<file path="src/rtl/hilo_div_unit.sv">
// hilo_div_unit: iterative radix-2 restoring divider for MIPS DIV/DIVU together
// with the architectural HI/LO register pair, living in the EXE stage.
//
// One quotient bit is produced per cycle on unsigned magnitudes. The signs are
// applied in a final DONE cycle, and that cycle also writes HI (remainder) and
// LO (quotient). While the divide runs, exe_busy asks the hazard unit to stall
// the pipeline. HI/LO also take MTHI/MTLO writes, and they feed MFHI/MFLO reads
// straight from the registers.
//
// Optional build macro:
//   DIV_FASTZERO_EN - a zero divisor skips the iterative phase and goes straight
//                     to the writeback cycle. This build gives the same results
//                     as the iterative path.

module hilo_div_unit #(
  parameter int WIDTH = 32
) (
  input  logic             clk,
  input  logic             resetn,
  input  logic             div_start,
  input  logic             div_signed,
  input  logic [WIDTH-1:0] div_dividend,
  input  logic [WIDTH-1:0] div_divisor,
  input  logic             div_cancel,
  input  logic             hi_we,
  input  logic             lo_we,
  input  logic [WIDTH-1:0] hilo_wdata,
  output logic             exe_busy,
  output logic             div_done,
  output logic [WIDTH-1:0] hi_rdata,
  output logic [WIDTH-1:0] lo_rdata
);

  localparam int CW = $clog2(WIDTH);

  typedef enum logic [1:0] {
    IDLE = 2'd0,
    RUN  = 2'd1,
    DONE = 2'd2
  } state_t;

  // Control state
  state_t          state_q, state_d;
  logic [CW-1:0]   count_q, count_d;

  // Divider datapath: partial remainder, quotient and divisor magnitudes.
  // On load, quo_q holds the dividend magnitude. Dividend bits shift out of
  // the top of quo_q while quotient bits shift in at the bottom.
  logic [WIDTH-1:0] rem_q, rem_d;
  logic [WIDTH-1:0] quo_q, quo_d;
  logic [WIDTH-1:0] dvs_q, dvs_d;
  logic             q_neg_q, q_neg_d;
  logic             r_neg_q, r_neg_d;

  // Architectural HI/LO
  logic [WIDTH-1:0] hi_q, hi_d;
  logic [WIDTH-1:0] lo_q, lo_d;

  // Operand conditioning
  logic             a_neg;
  logic             b_neg;
  logic [WIDTH-1:0] a_abs;
  logic [WIDTH-1:0] b_abs;
  logic             start_ok;
`ifdef DIV_FASTZERO_EN
  logic             divisor_zero;
`endif

  // Single restoring step
  logic [WIDTH:0]   step_shift;
  logic [WIDTH:0]   step_diff;
  logic             step_fits;
  logic [WIDTH-1:0] step_rem;
  logic [WIDTH-1:0] step_quo;

  // Sign-corrected results
  logic [WIDTH-1:0] quo_fixed;
  logic [WIDTH-1:0] rem_fixed;

  logic             busy_raw;

  // Take magnitudes of the operands. DIVU treats both operands as plain unsigned values.
  always_comb begin
    a_neg    = div_signed & div_dividend[WIDTH-1];
    b_neg    = div_signed & div_divisor[WIDTH-1];
    a_abs    = a_neg ? (-div_dividend) : div_dividend;
    b_abs    = b_neg ? (-div_divisor) : div_divisor;
    start_ok = div_start & ~div_cancel;
`ifdef DIV_FASTZERO_EN
    divisor_zero = (div_divisor == '0);
`endif
  end

  // One restoring iteration. The borrow out of the (WIDTH+1)-bit subtract gives the
  // rem >= divisor compare, so no separate comparator is needed.
  always_comb begin
    step_shift = {rem_q, quo_q[WIDTH-1]};
    step_diff  = step_shift - {1'b0, dvs_q};
    step_fits  = ~step_diff[WIDTH];
    step_rem   = step_fits ? step_diff[WIDTH-1:0] : step_shift[WIDTH-1:0];
    step_quo   = {quo_q[WIDTH-2:0], step_fits};
  end

  // Apply the quotient and remainder signs for the writeback cycle. The remainder takes the dividend's sign.
  always_comb begin
    quo_fixed = q_neg_q ? (-quo_q) : quo_q;
    rem_fixed = r_neg_q ? (-rem_q) : rem_q;
  end

  // FSM next state, datapath load/step and control outputs.
  always_comb begin
    state_d  = state_q;
    count_d  = count_q;
    rem_d    = rem_q;
    quo_d    = quo_q;
    dvs_d    = dvs_q;
    q_neg_d  = q_neg_q;
    r_neg_d  = r_neg_q;
    busy_raw = 1'b0;
    div_done = 1'b0;

    unique case (state_q)
      IDLE: begin
        if (start_ok) begin
          busy_raw = 1'b1;
          dvs_d    = b_abs;
          q_neg_d  = a_neg ^ b_neg;
          r_neg_d  = a_neg;
          rem_d    = '0;
          quo_d    = a_abs;
          count_d  = CW'(WIDTH - 1);
          state_d  = RUN;
`ifdef DIV_FASTZERO_EN
          if (divisor_zero) begin
            quo_d   = '1;
            rem_d   = a_abs;
            state_d = DONE;
          end
`endif
        end
      end

      RUN: begin
        busy_raw = 1'b1;
        if (div_cancel) begin
          state_d = IDLE;
        end else begin
          rem_d   = step_rem;
          quo_d   = step_quo;
          count_d = count_q - 1'b1;
          if (count_q == '0) begin
            state_d = DONE;
          end
        end
      end

      DONE: begin
        div_done = 1'b1;
        state_d  = IDLE;
      end

      default: begin
        state_d = IDLE;
      end
    endcase
  end

  // The stall request must also drop while resetn is asserted. It is forced low during reset even if EXE still shows a DIV.
  always_comb begin
    exe_busy = resetn & busy_raw;
  end

  // HI/LO update: the divide writeback has priority, and MTHI/MTLO is accepted only when the unit is idle and no divide is starting.
  always_comb begin
    hi_d = hi_q;
    lo_d = lo_q;
    if (state_q == DONE) begin
      hi_d = rem_fixed;
      lo_d = quo_fixed;
    end else if ((state_q == IDLE) && !start_ok) begin
      if (hi_we) begin
        hi_d = hilo_wdata;
      end
      if (lo_we) begin
        lo_d = hilo_wdata;
      end
    end
  end

  // State, datapath and HI/LO registers.
  always_ff @(posedge clk or negedge resetn) begin
    if (!resetn) begin
      state_q <= IDLE;
      count_q <= '0;
      rem_q   <= '0;
      quo_q   <= '0;
      dvs_q   <= '0;
      q_neg_q <= 1'b0;
      r_neg_q <= 1'b0;
      hi_q    <= '0;
      lo_q    <= '0;
    end else begin
      state_q <= state_d;
      count_q <= count_d;
      rem_q   <= rem_d;
      quo_q   <= quo_d;
      dvs_q   <= dvs_d;
      q_neg_q <= q_neg_d;
      r_neg_q <= r_neg_d;
      hi_q    <= hi_d;
      lo_q    <= lo_d;
    end
  end

  assign hi_rdata = hi_q;
  assign lo_rdata = lo_q;

endmodule

</file>
<file path="config.mk">
export PLATFORM = sky130hd
export DESIGN_NAME = hilo_div_unit
export DESIGN_NICKNAME = d
export VERILOG_FILES = /design/src/rtl/hilo_div_unit.sv
export SDC_FILE = /design/constraint.sdc
export NUM_CORES = 1
export LEC_CHECK = 0
export CORE_MARGIN = 5
export CORE_UTILIZATION = 60
export CTS_CLUSTER_DIAMETER = 60
export DETAILED_ROUTE_END_ITERATION = 7
export MAX_ROUTING_LAYER = met4
export PLACE_DENSITY = 0.87
export SLEW_MARGIN = 5
export SYNTH_ARGS = -nofsm -noshare
export SYNTH_HDL_FRONTEND = slang
export SYNTH_SLANG_ARGS = --single-unit
</file>
<file path="constraint.sdc">
create_clock -name clk -period 9.2 [get_ports clk]
set_input_delay 1.84 -clock clk [delete_from_list [all_inputs] [get_ports clk]]
set_output_delay 1.84 -clock clk [all_outputs]
set_load 0.03 [all_outputs]
</file>
Yosys cells after proc, flatten, opt, wreduce, memory -nomap -nowiden
Cells that the tools add are included.
{"block": "totals", "word_cells": 67, "register_bits": 169, "inputBits": 103}
{"block": "op_classes", "n_reduce_logical": 13, "bitwise": 7, "n_addsub": 6, "mux": 27, "eq_ne": 5}
{"op": "32-bit two-way mux", "count": 15}
{"op": "32-bit negation", "count": 4}
{"op": "32-bit case mux with 2 select lines", "count": 2}
{"op": "33-bit by 32-bit subtractor with 33-bit output", "count": 1}
{"op": "5-bit two-way mux", "count": 2}
{"op": "5-bit case mux with 2 select lines", "count": 1}
{"op": "2-bit AND reduction", "count": 4}
{"op": "2-bit nonzero test", "count": 4}
{"op": "2-bit two-way mux", "count": 3}
{"op": "5-bit logical NOT", "count": 1}
{"op": "5-bit by 1-bit subtractor with 5-bit output, second input constant", "count": 1}
{"op": "1-bit AND", "count": 4}
{"op": "2-bit inequality test, second input constant", "count": 2}
{"op": "2-bit case mux with 2 select lines", "count": 1}
{"op": "3-bit inequality test, second input constant", "count": 1}
{"op": "3-bit AND reduction", "count": 1}
{"op": "2-bit by 1-bit equality test with 1-bit output, second input constant", "count": 1}
{"op": "2-bit equality test, second input constant", "count": 1}
{"op": "2-bit logical NOT", "count": 1}
{"op": "1-bit two-way mux", "count": 2}
{"op": "1-bit inverter", "count": 2}
{"op": "1-bit case mux with 2 select lines", "count": 1}
{"op": "1-bit logical AND", "count": 1}
{"op": "1-bit logical NOT", "count": 1}
{"op": "1-bit bitwise XOR", "count": 1}

Logic depth before layout (Yosys ltp)
{"block": "logic_depth", "depth_word": 6, "ltp_mapped": 14, "mapped_depth_nobuf": 12}

Least setup slack after synthesis
Ideal clock, no wire load.
{"block": "synth_timing", "path_kind": "input-to-output", "startpoint": "input port div_cancel", "endpoint": "output port exe_busy", "cell_stages": 3, "arrival_ps": 2747, "path_slack_ps": 4613, "cell_sequence": "inv_1 a21oi_1 nor3b_1"}
{"block": "synth_between", "elab_chain_len": 5}
{"element": "start, declared", "line": "24", "rtl": "input logic div_cancel,"}
{"element": "1-bit inverter", "line": "88", "rtl": "start_ok = div_start & ~div_cancel;"}
{"element": "1-bit AND", "line": "88"}
{"element": "1-bit two-way mux", "line": "124", "rtl": "if (start_ok) begin"}
{"element": "1-bit case mux with 2 select lines", "line": "122", "rtl": "unique case (state_q)"}
{"element": "1-bit AND", "line": "170", "rtl": "exe_busy = resetn & busy_raw;"}
{"element": "end, declared", "line": "28", "rtl": "output logic exe_busy,"}
No other way between the ends.

Worst setup path in the final report
{"block": "layout_timing", "startpoint": "input port resetn", "endpoint": "output port exe_busy"}
{"block": "layout_between", "elab_chain_len": 1}
{"element": "start, declared", "line": "19", "rtl": "input logic resetn,"}
{"element": "1-bit AND", "line": "170"}
No other way between the ends.

==> impl_metrics.tcl <==
set metrics [dict create \
    regToRegStartpoint "rem_q[3]" \
    ys_types 78 \
    internal_power_mw 2.18 \
    route.detailed.drc 0 \
    synth_async_sr_flop_share 1.00 \
    drive_above_1_share 0.0568 \
    synth_area_leader_cell "dfrtp_1" \
    avgViaCountPerCell 6.01 \
    ys_warn_count 0 \
    seq_power_share 0.310 \
    route.antenna.remaining_nets 0 \
    overflow 0 \
    drtPass1Iterations 5 \
    insertion_delay_ns 0.44 \
    total_leakage_power_nw 5.99 \
    netlist_top_cells_area "dfrtp_1 (36%), o21ai_0 (7.8%), mux2i_1 (7.2%)" \
    finalCritPeriodShare 0.585 \
    syn_inst 1386 \
    fp.coreArea_mm2 0.0194 \
    start_kind "input port" \
    sw_frac_of_total 0.439 \
    wl_per_cell_um 18.7 \
    die_w_um 150 \
    synth_edf_count 0 \
    initial_core_util 0.608 \
    layout_min_cycle_time_ns 5.38 \
    nets 1644 \
    cts_tree "yes" \
    required_ns 7.36 \
    drt_wl_total_mm 33.2 \
    skew_ns 0.0118 \
    dp_hpwl_mm 25.1 \
    fin_setup_tns_ns 0 \
    rsz0062_at_grt "no" \
    synth.avg_cell_area_um2 8.51 \
    numClockSinks 169 \
    fmax_mhz 186 \
    root_buffer "clkbuf_16" \
    endpoint "exe_busy" \
    worstPathArrival_ns 3.54 \
    grt_max_degree 109 \
    diodes 0 \
    hold_buffers 0 \
    reg2reg_depth 11 \
    timing.final.max_slew_violations 0 \
    cts_buffers 17 \
    regToRegEndpoint "rem_q[1]" \
    hold_path_class "reg2reg" \
    yosys_register_bits 169 \
    worst-r2r-setup-slack_ns 5.53 \
    relSlewSlack 0.275 \
    clkPwrFrac 0.182 \
    synth_top_area_share 0.358 \
    cp-startpoint "resetn" \
    antenna_found_initial 0 \
    path_clk_slew_ns 0.06 \
    rows 51 \
    yosysSeqAreaShare 0.358 \
    grt_pass1_wl_mm 52.6 \
    powerDensity_mw_per_mm2 275 \
    dr_total_vias 10700 \
    cts_max_level 4 \
    cts.path.max_buffers 2 \
    syn_to_final_growth_pct 19.7 \
    synthFlopType "dfrtp_1" \
    grt_pass1_vias 10000 \
    initialDrtViolationCount 778 \
    drv_cap 0 \
    finalHoldViolations 0 \
    cts_resized 0 \
    path_max_fanout 108 \
    syn_nets 1528 \
    nFillCells 1492 \
    status "finished clean" \
    p_sw_mw 1.71 \
    numPortBuffers 168 \
    die_h_um 150 \
    design_power_total_mw 3.89 \
    grt_usage 0.303 \
    ir_drop_uv 157 \
    gp_congestion 0.969 \
    final-setup-viol-count 0 \
    die_area_mm2 0.0226 \
    hp-start "dvs_q[8]" \
    critPathKind "in2out" \
    ioPinCount 169 \
    netlist_area_mm2 0.0118 \
    tightest_slew_ns 1.08 \
    power_frac_comb 0.508 \
    critPathCaptureType "output pin" \
    postCtsSetupBuffers 0 \
]
synthesized netlist by cell type (3+ instances only):
master,count
nand2_1,208
o21ai_0,183
dfrtp_1,169
xnor2_1,91
a21oi_1,88
mux2i_1,85
nor2_1,74
clkbuf_1,58
xor2_1,53
inv_1,49
ha_1,38
o31ai_1,29
nand3_1,21
or3_1,17
o41ai_1,16
a21o_1,14
a31oi_1,12
nand2b_1,12
nor3_1,12
buf_1,11
nor4_1,11
o21ai_1,10
nand4_1,8
nor2b_1,8
and3_1,6
buf_2,6
and2_1,5
or4_1,5
or4_4,5
a2bb2oi_1,4
mux2_2,4
o211ai_1,4
a22oi_1,3
o21a_1,3
o22ai_1,3
o311ai_0,3
o31ai_2,3
or2_2,3
or3_2,3
critical path, stage by stage:
cell and delay, ns:
buf_6 0.67, nor3b_1 0.26, clkdlybuf4s50_1 0.70
routing by layer:
| layer | vias to the layer above | global-route usage | wire (µm) |
|---|---|---|---|
| met2 | 448 | 0.469 | 15100 |
| li1 | 5128 | - | - |
| met4 | 0 | 0.0846 | 817 |
| met1 | 5070 | 0.420 | 14600 |
| met3 | 57 | 0.0452 | 2720 |
| met5 | - | - | 0 |
stage by stage:
step / area [µm²] / hold WS (ns) / worst slack (ns) / cells / utilization
floorplan: 11800 / 0.450 / 4.61 / 1386 / -
detailed placement: 13600 / 0.471 / 3.76 / 1748 / 0.699
finish: 14100 / 0.485 / 3.82 / 1780 / 0.728
CTS: 14100 / 0.490 / 3.76 / 1780 / 0.728
global route: 14100 / 0.512 / 3.60 / 1780 / 0.728
global placement: 13600 / 0.462 / 3.79 / 1748 / 0.699
power groups by stage:
stage	clock network [mW]	logic [mW]	registers (mW)
6_report	0.707	1.98	1.20
5_1_grt	0.741	2.17	1.23
4_1_cts	0.708	1.96	1.19
3_5_place_dp	0	1.95	1.21
3_3_place_gp	0	1.89	1.19
2_1_floorplan	0	1.37	1.22
area by class of cell:
cell class | count | area [µm²] | share of cell area
Tap cell | 265 | 332 | 0.0235
Clock inverter | 12 | 114 | 0.00806
Inverter | 49 | 184 | 0.0130
Sequential cell | 169 | 4230 | 0.299
Clock buffer | 20 | 457 | 0.0323
Timing Repair Buffer | 177 | 1750 | 0.124
Multi-Input combinational cell | 1088 | 7060 | 0.500
worst min-delay path by stage:
| stage | to | cells after the start |
|---|---|---|
| 2_1_floorplan | dvs_q[10] | 2 |
| 3_3_place_gp | dvs_q[8] | 2 |
| 3_5_place_dp | dvs_q[21] | 2 |
| 4_1_cts | dvs_q[10] | 2 |
| 5_1_grt | dvs_q[8] | 2 |
| 6_report | dvs_q[8] | 2 |
cells in the final DEF, fill, tap and decap left out, types with 17 or more instances in the layout:
master	Yosys	final
o21ai_0	183	183
ha_1	38	38
nor2_1	74	72
inv_1	49	48
or3_1	17	17
a21oi_1	88	88
dfrtp_1	169	169
xnor2_1	91	90
mux2i_1	85	85
xor2_1	53	53
o31ai_1	29	29
clkdlybuf4s50_1	0	167
nand2_1	208	206
clkbuf_16	1	17
nand3_1	21	21
cell families (layout without fill, tap and decap cells):
family	after synthesis	after routing	share of synthesized area
AOI/OAI and AO/OA	400	400	0.205
and+or+nand+nor	415	415	0.165
buffers and inverters	129	258	0.0456
xor gates and xnor gates	144	144	0.107
muxes	90	90	0.0769
adders and majority gates	39	39	0.0420
DFF	169	169	0.358
flip-flops by register name (all words and copies together) (netlist names):
signal    cells
state_q       2
quo_q        32
count_q       5
lo_rdata     32
q_neg_q       1
dvs_q        32
r_neg_q       1
rem_q        32
hi_rdata     32
Power figures use the tool's default switching activity.
